### src/rtl/abacus_pkg.sv
// Shared types and constants for the Abacus BCD conversion stage.
package abacus_pkg;

    typedef enum logic [1:0] {
        IDLE,
        SHIFT,
        DONE
    } state_e;

    localparam int unsigned ITER        = 9;
    localparam int unsigned BCD_DIGITS  = 3;
    localparam int unsigned ADD3_THRESH = 5;
    localparam int unsigned CNT_W       = 4;

endpackage

### src/rtl/bcd_add3.sv
// Double-dabble correction cell: adds 3 to a BCD digit of 5 or more before the next shift.
module bcd_add3
    import abacus_pkg::*;
(
    input  logic [3:0] din,
    output logic [3:0] dout
);

    localparam logic [3:0] THRESH = 4'(ADD3_THRESH);

    always_comb begin
        dout = din;
        if (din >= THRESH) begin
            dout = din + 4'd3;
        end
    end

endmodule

### src/rtl/abacus_bcd_converter.sv
// Converts the signed Abacus adder/subtractor result into sign plus three BCD digits
// with a sequential shift-add-3 engine and a start/done handshake.
module abacus_bcd_converter
    import abacus_pkg::*;
#(
    parameter int unsigned DATA_W = 8
) (
    input  logic              clk,
    input  logic              rst_n,
    input  logic              start,
    input  logic              mode,
    input  logic [DATA_W-1:0] sum,
    input  logic [DATA_W-1:0] diff,
    input  logic              cout,
    output logic              busy,
    output logic              done,
    output logic              negative,
    output logic [3:0]        bcd_hundreds,
    output logic [3:0]        bcd_tens,
    output logic [3:0]        bcd_ones
);

    localparam int unsigned MAG_W = DATA_W + 1;
    localparam int unsigned BCD_W = 4 * BCD_DIGITS;

    state_e             state_q, state_d;
    logic [MAG_W-1:0]   mag_q, mag_d;
    logic [BCD_W-1:0]   scratch_q, scratch_d;
    logic [BCD_W-1:0]   scratch_adj;
    logic [CNT_W-1:0]   cnt_q, cnt_d;
    logic               sign_q, sign_d;
    logic               done_q, done_d;
    logic               negative_q, negative_d;
    logic [BCD_W-1:0]   digits_q, digits_d;

    logic [MAG_W-1:0]   mag_in;
    logic               sign_in;

    // A borrow in subtraction means diff holds a negative two's-complement value;
    // diff=0 with borrow is -256, which needs the full 9-bit magnitude.
    always_comb begin
        mag_in  = {cout, sum};
        sign_in = 1'b0;
        if (mode) begin
            if (cout) begin
                mag_in = {1'b0, diff};
            end else begin
                mag_in  = MAG_W'(1 << DATA_W) - {1'b0, diff};
                sign_in = 1'b1;
            end
        end
    end

    for (genvar i = 0; i < BCD_DIGITS; i++) begin : g_add3
        bcd_add3 u_add3 (
            .din  (scratch_q[4*i +: 4]),
            .dout (scratch_adj[4*i +: 4])
        );
    end

    always_comb begin
        state_d    = state_q;
        mag_d      = mag_q;
        scratch_d  = scratch_q;
        cnt_d      = cnt_q;
        sign_d     = sign_q;
        done_d     = 1'b0;
        negative_d = negative_q;
        digits_d   = digits_q;
        busy       = 1'b0;

        unique case (state_q)
            IDLE: begin
                if (start) begin
                    mag_d     = mag_in;
                    sign_d    = sign_in;
                    scratch_d = '0;
                    cnt_d     = '0;
                    state_d   = SHIFT;
                end
            end
            SHIFT: begin
                busy               = 1'b1;
                {scratch_d, mag_d} = {scratch_adj[BCD_W-2:0], mag_q, 1'b0};
                cnt_d              = cnt_q + 1'b1;
                if (cnt_q == CNT_W'(ITER - 1)) begin
                    state_d = DONE;
                end
            end
            DONE: begin
                busy       = 1'b1;
                digits_d   = scratch_q;
                negative_d = sign_q;
                done_d     = 1'b1;
                state_d    = IDLE;
            end
            default: begin
                state_d = IDLE;
            end
        endcase
    end

    always_ff @(posedge clk or negedge rst_n) begin
        if (!rst_n) begin
            state_q    <= IDLE;
            mag_q      <= '0;
            scratch_q  <= '0;
            cnt_q      <= '0;
            sign_q     <= 1'b0;
            done_q     <= 1'b0;
            negative_q <= 1'b0;
            digits_q   <= '0;
        end else begin
            state_q    <= state_d;
            mag_q      <= mag_d;
            scratch_q  <= scratch_d;
            cnt_q      <= cnt_d;
            sign_q     <= sign_d;
            done_q     <= done_d;
            negative_q <= negative_d;
            digits_q   <= digits_d;
        end
    end

    assign done         = done_q;
    assign negative     = negative_q;
    assign bcd_hundreds = digits_q[11:8];
    assign bcd_tens     = digits_q[7:4];
    assign bcd_ones     = digits_q[3:0];

endmodule

### config.mk
export PLATFORM = sky130hd
export DESIGN_NAME = abacus_bcd_converter
export DESIGN_NICKNAME = d
export VERILOG_FILES = /design/src/rtl/abacus_pkg.sv /design/src/rtl/bcd_add3.sv /design/src/rtl/abacus_bcd_converter.sv
export SDC_FILE = /design/constraint.sdc
export NUM_CORES = 1
export LEC_CHECK = 0
export BUFFER_PORTS_ARGS = -buffer_cell sky130_fd_sc_hd__buf_4
export CAP_MARGIN = 20
export CORE_ASPECT_RATIO = 1.2
export CORE_MARGIN = 2
export CORE_UTILIZATION = 48
export DETAILED_ROUTE_END_ITERATION = 8
export PLACE_DENSITY = 0.69
export SLEW_MARGIN = 10
export SYNTH_ARGS = -nofsm -noshare
export SYNTH_HDL_FRONTEND = slang
export SYNTH_HIERARCHICAL = 1
export SYNTH_SLANG_ARGS = --single-unit
### constraint.sdc
create_clock -name clk -period 2.1 [get_ports clk]
set_input_delay 0.42 -clock clk [delete_from_list [all_inputs] [get_ports clk]]
set_output_delay 0.42 -clock clk [all_outputs]
set_load 0.01 [all_outputs]
======== Word-level counts from Yosys, hierarchy flattened ========
Index checks and enable logic that the tools add are counted.
operators by class
  $add $sub $neg .......................... 5
  order comparisons ....................... 3
  eq/ne operators ......................... 5
  multiplexer cells ....................... 18
  reductions and logical operators ........ 6
operators with widths
  operator                                                                             count
  9-bit 2-to-1 mux                                                                     3
  12-bit case mux with 2 select lines                                                  1
  9-bit case mux with 2 select lines                                                   1
  4-bit by 3-bit greater-or-equal comparator with 1-bit output, second input constant  3
  12-bit 2-to-1 mux                                                                    1
  4-bit 2-to-1 mux                                                                     3
  9-bit by 8-bit subtractor with 9-bit output, first input constant                    1
  4-bit by 2-bit adder with 4-bit output, second input constant                        2
  4-bit case mux with 2 select lines                                                   1
  2-bit AND reduction                                                                  3
  4-bit by 1-bit adder with 4-bit output, second input constant                        1
  4-bit == test, second input constant                                                 1
  1-bit 2-to-1 mux                                                                     4
  2-bit 2-to-1 mux                                                                     2
  2-bit inequality test, second input constant                                         2
  2-bit case mux with 2 select lines                                                   1
  3-bit by 2-bit adder with 3-bit output, second input constant                        1
  3-bit 2-to-1 mux                                                                     1
  2-bit by 1-bit == test with 1-bit output, second input constant                      1
  2-bit == test, second input constant                                                 1
  2-bit logical NOT                                                                    1
  2-bit nonzero test                                                                   1
  2-bit OR reduction                                                                   1
word-level totals
  register bits ........................... 42
  input port bits ......................... 21
  output and inout port bits .............. 15
  logic and storage cells ................. 45

======== Logic depth before layout (Yosys ltp) ========
  depth in word-level cells ............... 5
  mapped depth ............................ 9
  depth with buffers taken out ............ 6

======== Modules after synthesis ========
The synthesis kept the hierarchy.
by module, submodules not included
  module                instances  cells an instance  area an instance (µm²)  seq. area each (µm²)
  abacus_bcd_converter  1          174                2025.7                  1051.0
  bcd_add3              3          16                 101.3                   0.0

======== Least setup slack after synthesis ========
OpenSTA, ideal clock, no wires.
  kind .................................... reg2reg
  from .................................... register state_q[1]
  to ...................................... register mag_q[4]
  library setup time ...................... 129 ps
  arrival time ............................ 1455 ps
  required time ........................... 1971 ps
  setup slack ............................. 517 ps
  stages on the path, launching flop included .. 9
  path buffers ............................ 2
  period minus slack after synthesis ...... 1583 ps
  cell sequence ........................... dfrtp_1 inv_1 ha_1 buf_6 and3b_1 buf_6 and3_1 a221oi_2 o21ai_1
on the way
  longest elaborated chain between the ends .. 3
  elaborated cells between the ends (all ways) .. 6
  classes of those cells .................. eq/ne (2); mux (1); reduce/logical (3)
ends and longest elaborated chain
  item                                                                                  line                         RTL
  start: declaration                                                                    abacus_bcd_converter.sv:26   state_e state_q, state_d;
  start signal: assignment                                                              abacus_bcd_converter.sv:114  state_q <= state_d;
  2-bit by 1-bit == test with 1-bit output / 2-bit logical NOT (equally long branches)  abacus_bcd_converter.sv:72   unique case (state_q)
  2-bit nonzero test (no source line) / 2-bit inequality test (equally long branches)   --
  2-bit AND reduction (no source line)                                                  --
  end signal: assignment                                                                abacus_bcd_converter.sv:115  mag_q <= mag_d;
  end: declaration                                                                      abacus_bcd_converter.sv:27   logic [MAG_W-1:0] mag_q, mag_d;
Parallel ways exist; a longest one is shown, timed or not.
A chain may end at the register's enable or synchronous reset.

======== Worst setup path after layout ========
  from .................................... register state_q[0]
  to ...................................... register scratch_q[4]
on the way
  longest elaborated chain between the ends .. 3
  elaborated cells between the ends (all ways) .. 6
  classes of those cells .................. eq/ne (2); mux (1); reduce/logical (3)
ends and longest elaborated chain
  item                                                                                  line                         RTL
  2-bit by 1-bit == test with 1-bit output / 2-bit logical NOT (equally long branches)  abacus_bcd_converter.sv:72
  2-bit nonzero test (no source line) / 2-bit inequality test (equally long branches)   --
  2-bit AND reduction (no source line)                                                  --
  end signal: assignment                                                                abacus_bcd_converter.sv:116  scratch_q <= scratch_d;
  end: declaration                                                                      abacus_bcd_converter.sv:28   logic [BCD_W-1:0] scratch_q, scratch_d;
Parallel ways exist; a longest one is shown, timed or not.

==> flow_summary.json <==
{
  "peakVddDrop_mv": 0.4853,
  "swShare": 0.3714,
  "routed_wl_um": 4266,
  "hold_buffers": 0,
  "p_leak_nw": 1.339,
  "pwr-share-comb": 0.438,
  "final_cells": 314,
  "post-route-min-period_ns": 1.779,
  "hold_path.class": "in2async",
  "port_buffers": 35,
  "max_slew.worst_pin.slew_ns": 0.5147,
  "clock-root-buffer": "clkbuf_8",
  "finalSetupViolCount": 0,
  "route.met2.wl_um": 2030,
  "syn_inst": 218,
  "grt_pass1_wl_um": 7079,
  "met3_length_um": 163,
  "pwr-share-clk": 0.179,
  "cts_sinks": 42,
  "status": "completed",
  "placed_cells": 306,
  "gr-total-overflow": 0,
  "avgRoutedWirePerCell_um": 13.59,
  "rsz0062_at_grt": "no",
  "drc": 0,
  "grt_max_degree": 43,
  "p_switching_w": 0.001289,
  "fmax_ghz": 0.5620,
  "drive_above_1_share": 0.2695,
  "crit_type": "reg2reg",
  "routed.top_layer": "met4",
  "clk_pin_slew_ns": 0.08,
  "max_slew_margin": 0.6569,
  "vias_per_cell": 5.389,
  "area_growth_pct": 17.55,
  "vias": 1692,
  "nets": 290,
  "power_density_mw_per_mm2": 1278,
  "p_int_w": 0.002181,
  "hold_viol_final": 0,
  "post_cts_buffers": 0,
  "synth_fp_nets": 253,
  "place_ws_ns": 0.3288,
  "whs_ns": 0.09219,
  "slew_viol_final": 0,
  "detailedPlacementHpwl_um": 3234,
  "cp_max_fo": 12,
  "n_fill_cell": 413,
  "avgSynthCellArea_um2": 10.60,
  "seqPwrFrac": 0.383,
  "die_x_um": 67.33,
  "place_congestion": 0.8368,
  "ant_nets": 0,
  "cts_resized": 0,
  "io_pins": 36,
  "clockBufferDepth": 2,
  "initial_core_util": 0.4991,
  "skew_ns": 0.009429,
  "maxCapViolations": 0,
  "tritoncts": "built",
  "clock_latency_ns": 0.29,
  "antenna_found_initial": 0,
  "cp-end-kind": "flip-flop",
  "firstDrtPassIters": 4,
  "core_area_mm2": 0.004628,
  "finalPower_w": 0.003470,
  "n_antenna_cell": 0,
  "num_rows": 27,
  "dieArea_mm2": 0.005385,
  "grtUsageTotal": 0.1748,
  "finalWorstSetupSlack_ns": 0.3206,
  "die_h_um": 79.99,
  "htree_levels": 2,
  "wl_met1_um": 2016,
  "grt_pass1_vias": 1555,
  "netlist_area_mm2": 0.002310,
  "numCtsBuffers": 5,
  "tns_ns": 0,
  "fin_crit_sh": 0.8473,
  "drt_iter0_markers": 86,
  "crit_path_start_kind": "flip-flop",
  "arrival_ns": 1.96,
  "ys.warnings.count": 6,
  "critical_path_required_ns": 2.28
}
cells in the final DEF, fill, tap and decap left out, drive strengths merged, types with 2 or more instances in the layout:
cell type  instances
a21oi              8
a221oi             2
a22o              12
a31oi              2
and3               2
buf               38
clkbuf             5
clkinv             2
dfrtp             42
ha                14
inv               16
mux2              15
mux2i              7
nand2             22
nand2b             6
nand3              4
nand3b             2
nor2              12
nor3               2
o21ai             16
o221ai             2
or3                5
xnor2              5
xor2               2
power groups by stage:
stage | combinational, W | clock (W) | sequential [W]
final | 0.00152 | 0.000622 | 0.00133
after global routing | 0.00171 | 0.000669 | 0.00138
after global placement | 0.00151 | 0 | 0.00134
after floorplan | 0.00113 | 0 | 0.00133
after detailed placement | 0.00154 | 0 | 0.00135
after CTS | 0.00154 | 0.000638 | 0.00133
final timing paths:
kind,end,slack [ns],startpoint,depth (start not counted)
max,scratch_q[4]$_DFFE_PN0P_,0.32,state_q[0]$_DFFE_PN0P_,6
min reg2reg,sign_q$_DFFE_PN0P_,0.51,sign_q$_DFFE_PN0P_,2
min in group clk,mag_q[5]$_DFFE_PN0P_,0.33,diff[5],2
max in group asynchronous,digits_q[8]$_DFFE_PN0P_,1.65,rst_n,1
min,digits_q[4]$_DFFE_PN0P_,0.09,rst_n,1
max reg2reg,scratch_q[4]$_DFFE_PN0P_,0.32,state_q[0]$_DFFE_PN0P_,6
sequential cells by signal, summed over array words and instances (netlist names):
signal and cells:
negative 1, cnt_q 4, mag_q 9, scratch_q 12, done 1, sign_q 1
state_q 2, digits_q 12
per-stage QoR:
step	cell area [um2]	util
global route	2715	0.5866
CTS	2715	0.5866
detailed placement	2606	0.5631
global placement	2606	0.5631
floorplan	2310	-
finish	2715	0.5866
per-layer routing:
metal  vias up  GRT usage
li1        839          -
met1       808     0.2297
met2        40     0.2822
met3         5    0.03385
met4         0    0.06531
met5         -          0
critical path, stage by stage, from the launching register on:
cell and delay [ns]:
dfrtp_1 0.40, inv_1 0.12, ha_1 0.29, nand2_1 0.13, o21a_1 0.29, buf_4 0.25
a22o_1 0.18
area by class of cell:
type | count | area (um2) | share of cell area
multi-input cells | 152 | 1137 | 0.4189
flip-flops and latches | 42 | 1051 | 0.3871
repair buffers | 38 | 285.3 | 0.1051
well taps | 58 | 72.57 | 0.02673
clock buffers | 5 | 68.82 | 0.02535
inverters | 16 | 60.06 | 0.02212
clock inverters | 3 | 40.04 | 0.01475
(Power assumes the default switching activity.)
